--- src/rtl/divu_hilo_unit_if.sv ---
// Pipeline-side signal bundle for the unsigned divide / HI-LO unit.
// The master drives EX-stage op code and operands; the slave returns HI/LO data and status.
interface divu_hilo_unit_if #(
    parameter int WIDTH = 32
);
    logic [5:0]       ALUOperation;
    logic             op_valid;
    logic [WIDTH-1:0] dividend;
    logic [WIDTH-1:0] divisor;
    logic [WIDTH-1:0] hilo_out;
    logic             busy;
    logic             done;

    modport master (
        output ALUOperation, op_valid, dividend, divisor,
        input  hilo_out, busy, done
    );

    modport slave (
        input  ALUOperation, op_valid, dividend, divisor,
        output hilo_out, busy, done
    );
endinterface

--- src/rtl/divu_hilo_unit.sv ---
// Multi-cycle restoring unsigned divider with HI (remainder) / LO (quotient) registers.
// One quotient bit per cycle; mfhi/mflo read HI/LO combinationally.
module divu_hilo_unit #(
    parameter int         WIDTH  = 32,
    parameter logic [5:0] F_DIVU = 6'd27,
    parameter logic [5:0] F_MFHI = 6'd16,
    parameter logic [5:0] F_MFLO = 6'd18
) (
    input  logic            clk,
    input  logic            rst,
    divu_hilo_unit_if.slave bus
);

    typedef enum logic [1:0] {
        IDLE = 2'd0,
        DIV  = 2'd1,
        DONE = 2'd2
    } state_t;

    localparam logic [5:0] LAST_STEP = 6'(WIDTH - 1);

    state_t           r_state;
    logic [WIDTH-1:0] r_quo;
    logic [WIDTH-1:0] r_rem;
    logic [WIDTH-1:0] r_dvs;
    logic [5:0]       r_count;
    logic [WIDTH-1:0] r_hi;
    logic [WIDTH-1:0] r_lo;

    logic             w_start;
    logic [WIDTH:0]   w_shRem;
    logic             w_ge;
    logic [WIDTH-1:0] w_diff;
    logic [WIDTH-1:0] w_nextRem;
    logic [WIDTH-1:0] w_nextQuo;
    logic [WIDTH-1:0] w_hiloOut;

    assign w_start = bus.op_valid && (bus.ALUOperation == F_DIVU) && (r_state != DIV);

    // One restoring step: when the shifted remainder fits, the true difference is
    // below the divisor, so a WIDTH-bit subtraction is exact.
    assign w_shRem   = {r_rem, r_quo[WIDTH-1]};
    assign w_ge      = (w_shRem >= {1'b0, r_dvs});
    assign w_diff    = w_shRem[WIDTH-1:0] - r_dvs;
    assign w_nextRem = w_ge ? w_diff : w_shRem[WIDTH-1:0];
    assign w_nextQuo = {r_quo[WIDTH-2:0], w_ge};

    always_ff @(posedge clk or posedge rst) begin
        if (rst) begin
            r_state <= IDLE;
            r_quo   <= '0;
            r_rem   <= '0;
            r_dvs   <= '0;
            r_count <= '0;
            r_hi    <= '0;
            r_lo    <= '0;
        end else begin
            case (r_state)
                IDLE, DONE: begin
                    if (w_start) begin
                        r_quo   <= bus.dividend;
                        r_rem   <= '0;
                        r_dvs   <= bus.divisor;
                        r_count <= '0;
                        r_state <= DIV;
                    end else begin
                        r_state <= IDLE;
                    end
                end
                DIV: begin
                    r_rem   <= w_nextRem;
                    r_quo   <= w_nextQuo;
                    r_count <= r_count + 6'd1;
                    if (r_count == LAST_STEP) begin
                        r_hi    <= w_nextRem;
                        r_lo    <= w_nextQuo;
                        r_state <= DONE;
                    end
                end
                default: r_state <= IDLE;
            endcase
        end
    end

    // HI/LO reads see the committed registers only, so a read during DIV returns old data.
    always_comb begin
        w_hiloOut = '0;
        if (bus.op_valid && (bus.ALUOperation == F_MFHI)) begin
            w_hiloOut = r_hi;
        end else if (bus.op_valid && (bus.ALUOperation == F_MFLO)) begin
            w_hiloOut = r_lo;
        end
    end

    assign bus.hilo_out = w_hiloOut;
    assign bus.busy     = (r_state == DIV);
    assign bus.done     = (r_state == DONE);

endmodule

--- src/flat_wrapper.sv ---
// flat-port wrapper written by rule: the top's interface ports become plain ports
module divu_hilo_unit_flat 
#(
    parameter int         WIDTH  = 32,
    parameter logic [5:0] F_DIVU = 6'd27,
    parameter logic [5:0] F_MFHI = 6'd16,
    parameter logic [5:0] F_MFLO = 6'd18
)
  (clk, rst, bus_ALUOperation, bus_op_valid, bus_dividend, bus_divisor, bus_hilo_out, bus_busy, bus_done);
  divu_hilo_unit_if #(.WIDTH(WIDTH)) bus_i ();
  input  logic clk;
  input  logic rst;
  input wire logic [$bits(bus_i.ALUOperation)-1:0] bus_ALUOperation;
  input wire logic [$bits(bus_i.op_valid)-1:0] bus_op_valid;
  input wire logic [$bits(bus_i.dividend)-1:0] bus_dividend;
  input wire logic [$bits(bus_i.divisor)-1:0] bus_divisor;
  output wire logic [$bits(bus_i.hilo_out)-1:0] bus_hilo_out;
  output wire logic [$bits(bus_i.busy)-1:0] bus_busy;
  output wire logic [$bits(bus_i.done)-1:0] bus_done;
  assign bus_i.ALUOperation = bus_ALUOperation;
  assign bus_i.op_valid = bus_op_valid;
  assign bus_i.dividend = bus_dividend;
  assign bus_i.divisor = bus_divisor;
  assign bus_hilo_out = bus_i.hilo_out;
  assign bus_busy = bus_i.busy;
  assign bus_done = bus_i.done;
  divu_hilo_unit #(.WIDTH(WIDTH), .F_DIVU(F_DIVU), .F_MFHI(F_MFHI), .F_MFLO(F_MFLO)) u_core (.clk(clk), .rst(rst), .bus(bus_i));
endmodule
--- config.mk ---
export PLATFORM = sky130hd
export DESIGN_NAME = divu_hilo_unit_flat
export DESIGN_NICKNAME = d
export VERILOG_FILES = /design/src/rtl/divu_hilo_unit_if.sv /design/src/rtl/divu_hilo_unit.sv /design/src/flat_wrapper.sv
export SDC_FILE = /design/constraint.sdc
export NUM_CORES = 1
export LEC_CHECK = 0
export BUFFER_PORTS_ARGS = -buffer_cell sky130_fd_sc_hd__buf_4
export CAP_MARGIN = 25
export CORE_UTILIZATION = 53
export DETAILED_ROUTE_END_ITERATION = 6
export PLACE_DENSITY = 0.74
export SYNTH_ARGS = -nofsm -noshare
export SYNTH_HDL_FRONTEND = slang
export SYNTH_SLANG_ARGS = --single-unit
--- constraint.sdc ---
create_clock -name clk -period 9.71 [get_ports clk]
set_clock_uncertainty 0.05 [all_clocks]
set_input_delay 1.4565 -clock clk [delete_from_list [all_inputs] [get_ports clk]]
set_output_delay 1.4565 -clock clk [all_outputs]
set_load 0.03 [all_outputs]
==> run_results.csv <==
group,metric,value,unit
run,maxCapViolCount,0,
setup_path,cp_common_cell,"buf_4",
worst_hold_path,hold_depth,2,
yosys,syn_nets,1099,
clock_tree,post_cts_buffers,0,
status,status,"completed",
setup_path,end_kind,"output port",
timing,layout_setup_ws,5.16,ns
routing,drtAntennaViolNets,0,
setup_path,cp_slowest_cell,"or3_1",
floorplanning,die_x,131,um
grt,grt_pass1_wl,34.8,mm
layout,area_growth,18.3,%
yosys,netlist_area,8800,um2
floorplanning,rows,46,
setup_path,cp.buffers_inverters,3,
timing,finalHoldViolCount,0,
yosys,async_reset_ff_share,100,%
timing,fin_setup_tns,0,ns
placed_design,dp_hpwl,14.9,mm
grt,grtUsageTotal,26.6,%
yosys,synth_area_leaders,"dfrtp_1, nand2_1, o21ai_0, ha_1, nor2_1",
placed_design,dpl_worst_slack,5.18,ns
clock_tree,cts_tree,"yes",
setup_path,cp.arrival,3.04,ns
placed_design,port_buffers,106,
yosys,seq_area_frac_synth,47.8,%
routing,firstDrtPassIters,5,
clock_tree,clk_latency,0.43,ns
yosys,ys_seq_elements,168,
grt,antenna_found_initial,0,
timing,rsz0062_at_grt,"false",
setup_path,cp.required,8.20,ns
timing,slew_viol_final,0,
clock_tree,holdBufCountCts,0,
power_and_ir_drop,ir_drop,0.151,mV
clock_tree,clkTransAtPathRegs,0.06,ns
power_and_ir_drop,power_leakage,4.96,nW
layout,final_cells,1294,
timing,period_share,46.8,%
routing,wl_per_cell,16.8,um
setup_path,crit_cells,8,
grt,grt_pass1_vias,6750,
yosys,syn_avg_cell_area,8.87,um2
routing,wirelength,21.7,mm
timing,timing.slew.headroom,40.3,%
placed_design,place.gp.congestion,0.926,
setup_path,crit_path_max_incr_delay,0.37,ns
yosys,syn_inst,992,
setup_path,reg2reg_depth,10,
setup_path,cp_cell_sequence,"buf_4 -> nor2_1 -> nand2_1 -> or3_1 -> nor3b_2 -> buf_4 -> a22o_1 -> buf_4",
clock_tree,cts_made_buffers,17,
clock_tree,cts_buffer_depth,2,
timing,hold_ws,0.431,ns
setup_path,cp_top_family,"simple AND/OR/NAND/NOR gates",
floorplanning,core_area,16100,um2
timing,setup_viol,0,
yosys,synth_edf_count,0,
routing,dr_total_vias,7422,
timing,max_freq,220,MHz
layout,layout-drive-gt1-share,15.2,%
layout,diodes,0,
clock_tree,clockRootBuffer,"clkbuf_16",
routing,drc,0,
timing,min_period,4.55,ns
clock_tree,cts_resized,0,
yosys,ys_types,53,
grt,grt_max_degree,98,
routing,dr.first_iter.drc_count,658,
layout,most-common-layout-cells,"nand2_1, dfrtp_1, buf_4",
setup_path,path_class,"in -> out",
layout,final_common_cell,"nand2_1",
routing,routed_via_density,5.74,
yosys,synthFlopType,"dfrtp_1",
yosys,ys_warn_count,0,
placed_design,dp.cells,1261,
timing,worst_pin_slew,0.895,ns
floorplanning,die_area,17100,um2
floorplanning,io_pins,107,
clock_tree,cts_max_level,4,
power_and_ir_drop,cellPowerDensity,251,nW/um2
yosys,synth_top_cell_by_area,"dfrtp_1",
setup_path,critPathMaxFanout,32,
floorplanning,die_y,131,um
floorplanning,initial_utilization,54.8,%
placed_design,placed_area,9680,um2
clock_tree,clock_sinks,168,
worst_hold_path,hold_class,"reg -> reg",
grt,grt_overflow,0,
yosys,synth_top_area_share,47.8,%
layout,fin_nets,1173,
setup_path,crit_path_start_kind,"primary input",
layout,design_area,10400,um2
## stage by stage
stage | power (mW) | util [%]
floorplan | 1.61 | -
finish | 2.61 | 64.8
CTS | 2.60 | 64.5
detailed placement | 1.82 | 60.3
global route | 2.76 | 64.8
global placement | 1.80 | 60.3
## sequential cells by signal, indices dropped and copies added (netlist names)
name	cells
u_core.r_count	6
u_core.r_dvs	32
u_core.r_hi	32
u_core.r_lo	32
u_core.r_quo	32
u_core.r_rem	32
u_core.r_state	2
## power breakdown
group | switching (mW) | total [mW] | leakage, nW | internal (mW)
registers | 0.179 | 1.09 | 2.06 | 0.915
logic | 0.439 | 0.741 | 2.59 | 0.302
clock network | 0.290 | 0.774 | 0.319 | 0.485
total | 0.907 | 2.61 | 4.96 | 1.70
## logic make-up (layout without fill, tap and decap cells)
| kind of cell | Yosys count | count (layout) | share of synthesized area, % |
|---|---|---|---|
| and+or+nand+nor | 354 | 354 | 16.9 |
| adders and majority gates | 34 | 34 | 4.92 |
| DFF | 168 | 168 | 47.8 |
| AOI/OAI and AO/OA | 270 | 270 | 19.0 |
| muxes | 30 | 30 | 3.48 |
| buffers and inverters | 105 | 191 | 4.85 |
| xor gates and xnor gates | 31 | 31 | 3.09 |
## per-layer routing
| metal | up-vias | share of wire [%] | global-route usage [%] |
|---|---|---|---|
| met5 | - | 0 | 0 |
| met4 | 0 | 1.6 | 7.44 |
| met3 | 31 | 6.0 | 5.17 |
| met2 | 263 | 44 | 39.4 |
| met1 | 3554 | 48 | 39.8 |
| li1 | 3574 | - | - |
## worst min-delay path: cells and delay by family (launching register included)
kind | cells | cell delay (ns)
and+or+nand+nor | 2 | 0.10
DFF | 1 | 0.35
## cells in the mapped netlist (2+ instances only)
| cell type | count |
|---|---|
| nand3_1 | 37 |
| nor3b_1 | 2 |
| a21o_1 | 8 |
| a2bb2oi_1 | 2 |
| dfrtp_1 | 168 |
| and3_1 | 3 |
| o22ai_1 | 31 |
| o21ai_1 | 36 |
| ha_1 | 33 |
| nand4_1 | 11 |
| buf_2 | 2 |
| nand2_1 | 195 |
| mux2i_1 | 28 |
| buf_6 | 4 |
| a22o_1 | 32 |
| xnor2_1 | 20 |
| clkbuf_1 | 50 |
| buf_1 | 4 |
| inv_1 | 43 |
| nor2_1 | 83 |
| clkinv_1 | 2 |
| a41oi_1 | 3 |
| a21oi_1 | 36 |
| nor2b_1 | 4 |
| nand2b_1 | 4 |
| o211ai_1 | 3 |
| a211oi_2 | 3 |
| nor3_1 | 7 |
| o21bai_1 | 3 |
| o21ai_0 | 93 |
| xor2_1 | 11 |
| o21a_1 | 6 |
| a31oi_1 | 3 |
| or3_1 | 3 |
## final timing paths
kind                                           from               end  slack (ns)
worst max-delay path            bus_ALUOperation[2]   bus_hilo_out[0]        5.16
worst min-delay path                u_core.r_lo[28]   u_core.r_lo[28]        0.43
max in group asynchronous                       rst  u_core.r_dvs[17]        7.06
min in group asynchronous                       rst    u_core.r_lo[5]        1.12
worst min register to register      u_core.r_lo[28]   u_core.r_lo[28]        0.43
worst max register to register      u_core.r_rem[4]   u_core.r_hi[20]        6.39
## cell type report
cell class                      count  area, um2
Tap cell                          216        270
Clock inverter                     13        241
Clock buffer                       18        429
Sequential cell                   168       4200
Timing Repair Buffer              115        903
Fill cell                        1276       5650
Inverter                           45        174
Multi-Input combinational cell    719       4190
(Power assumes the default switching activity.)
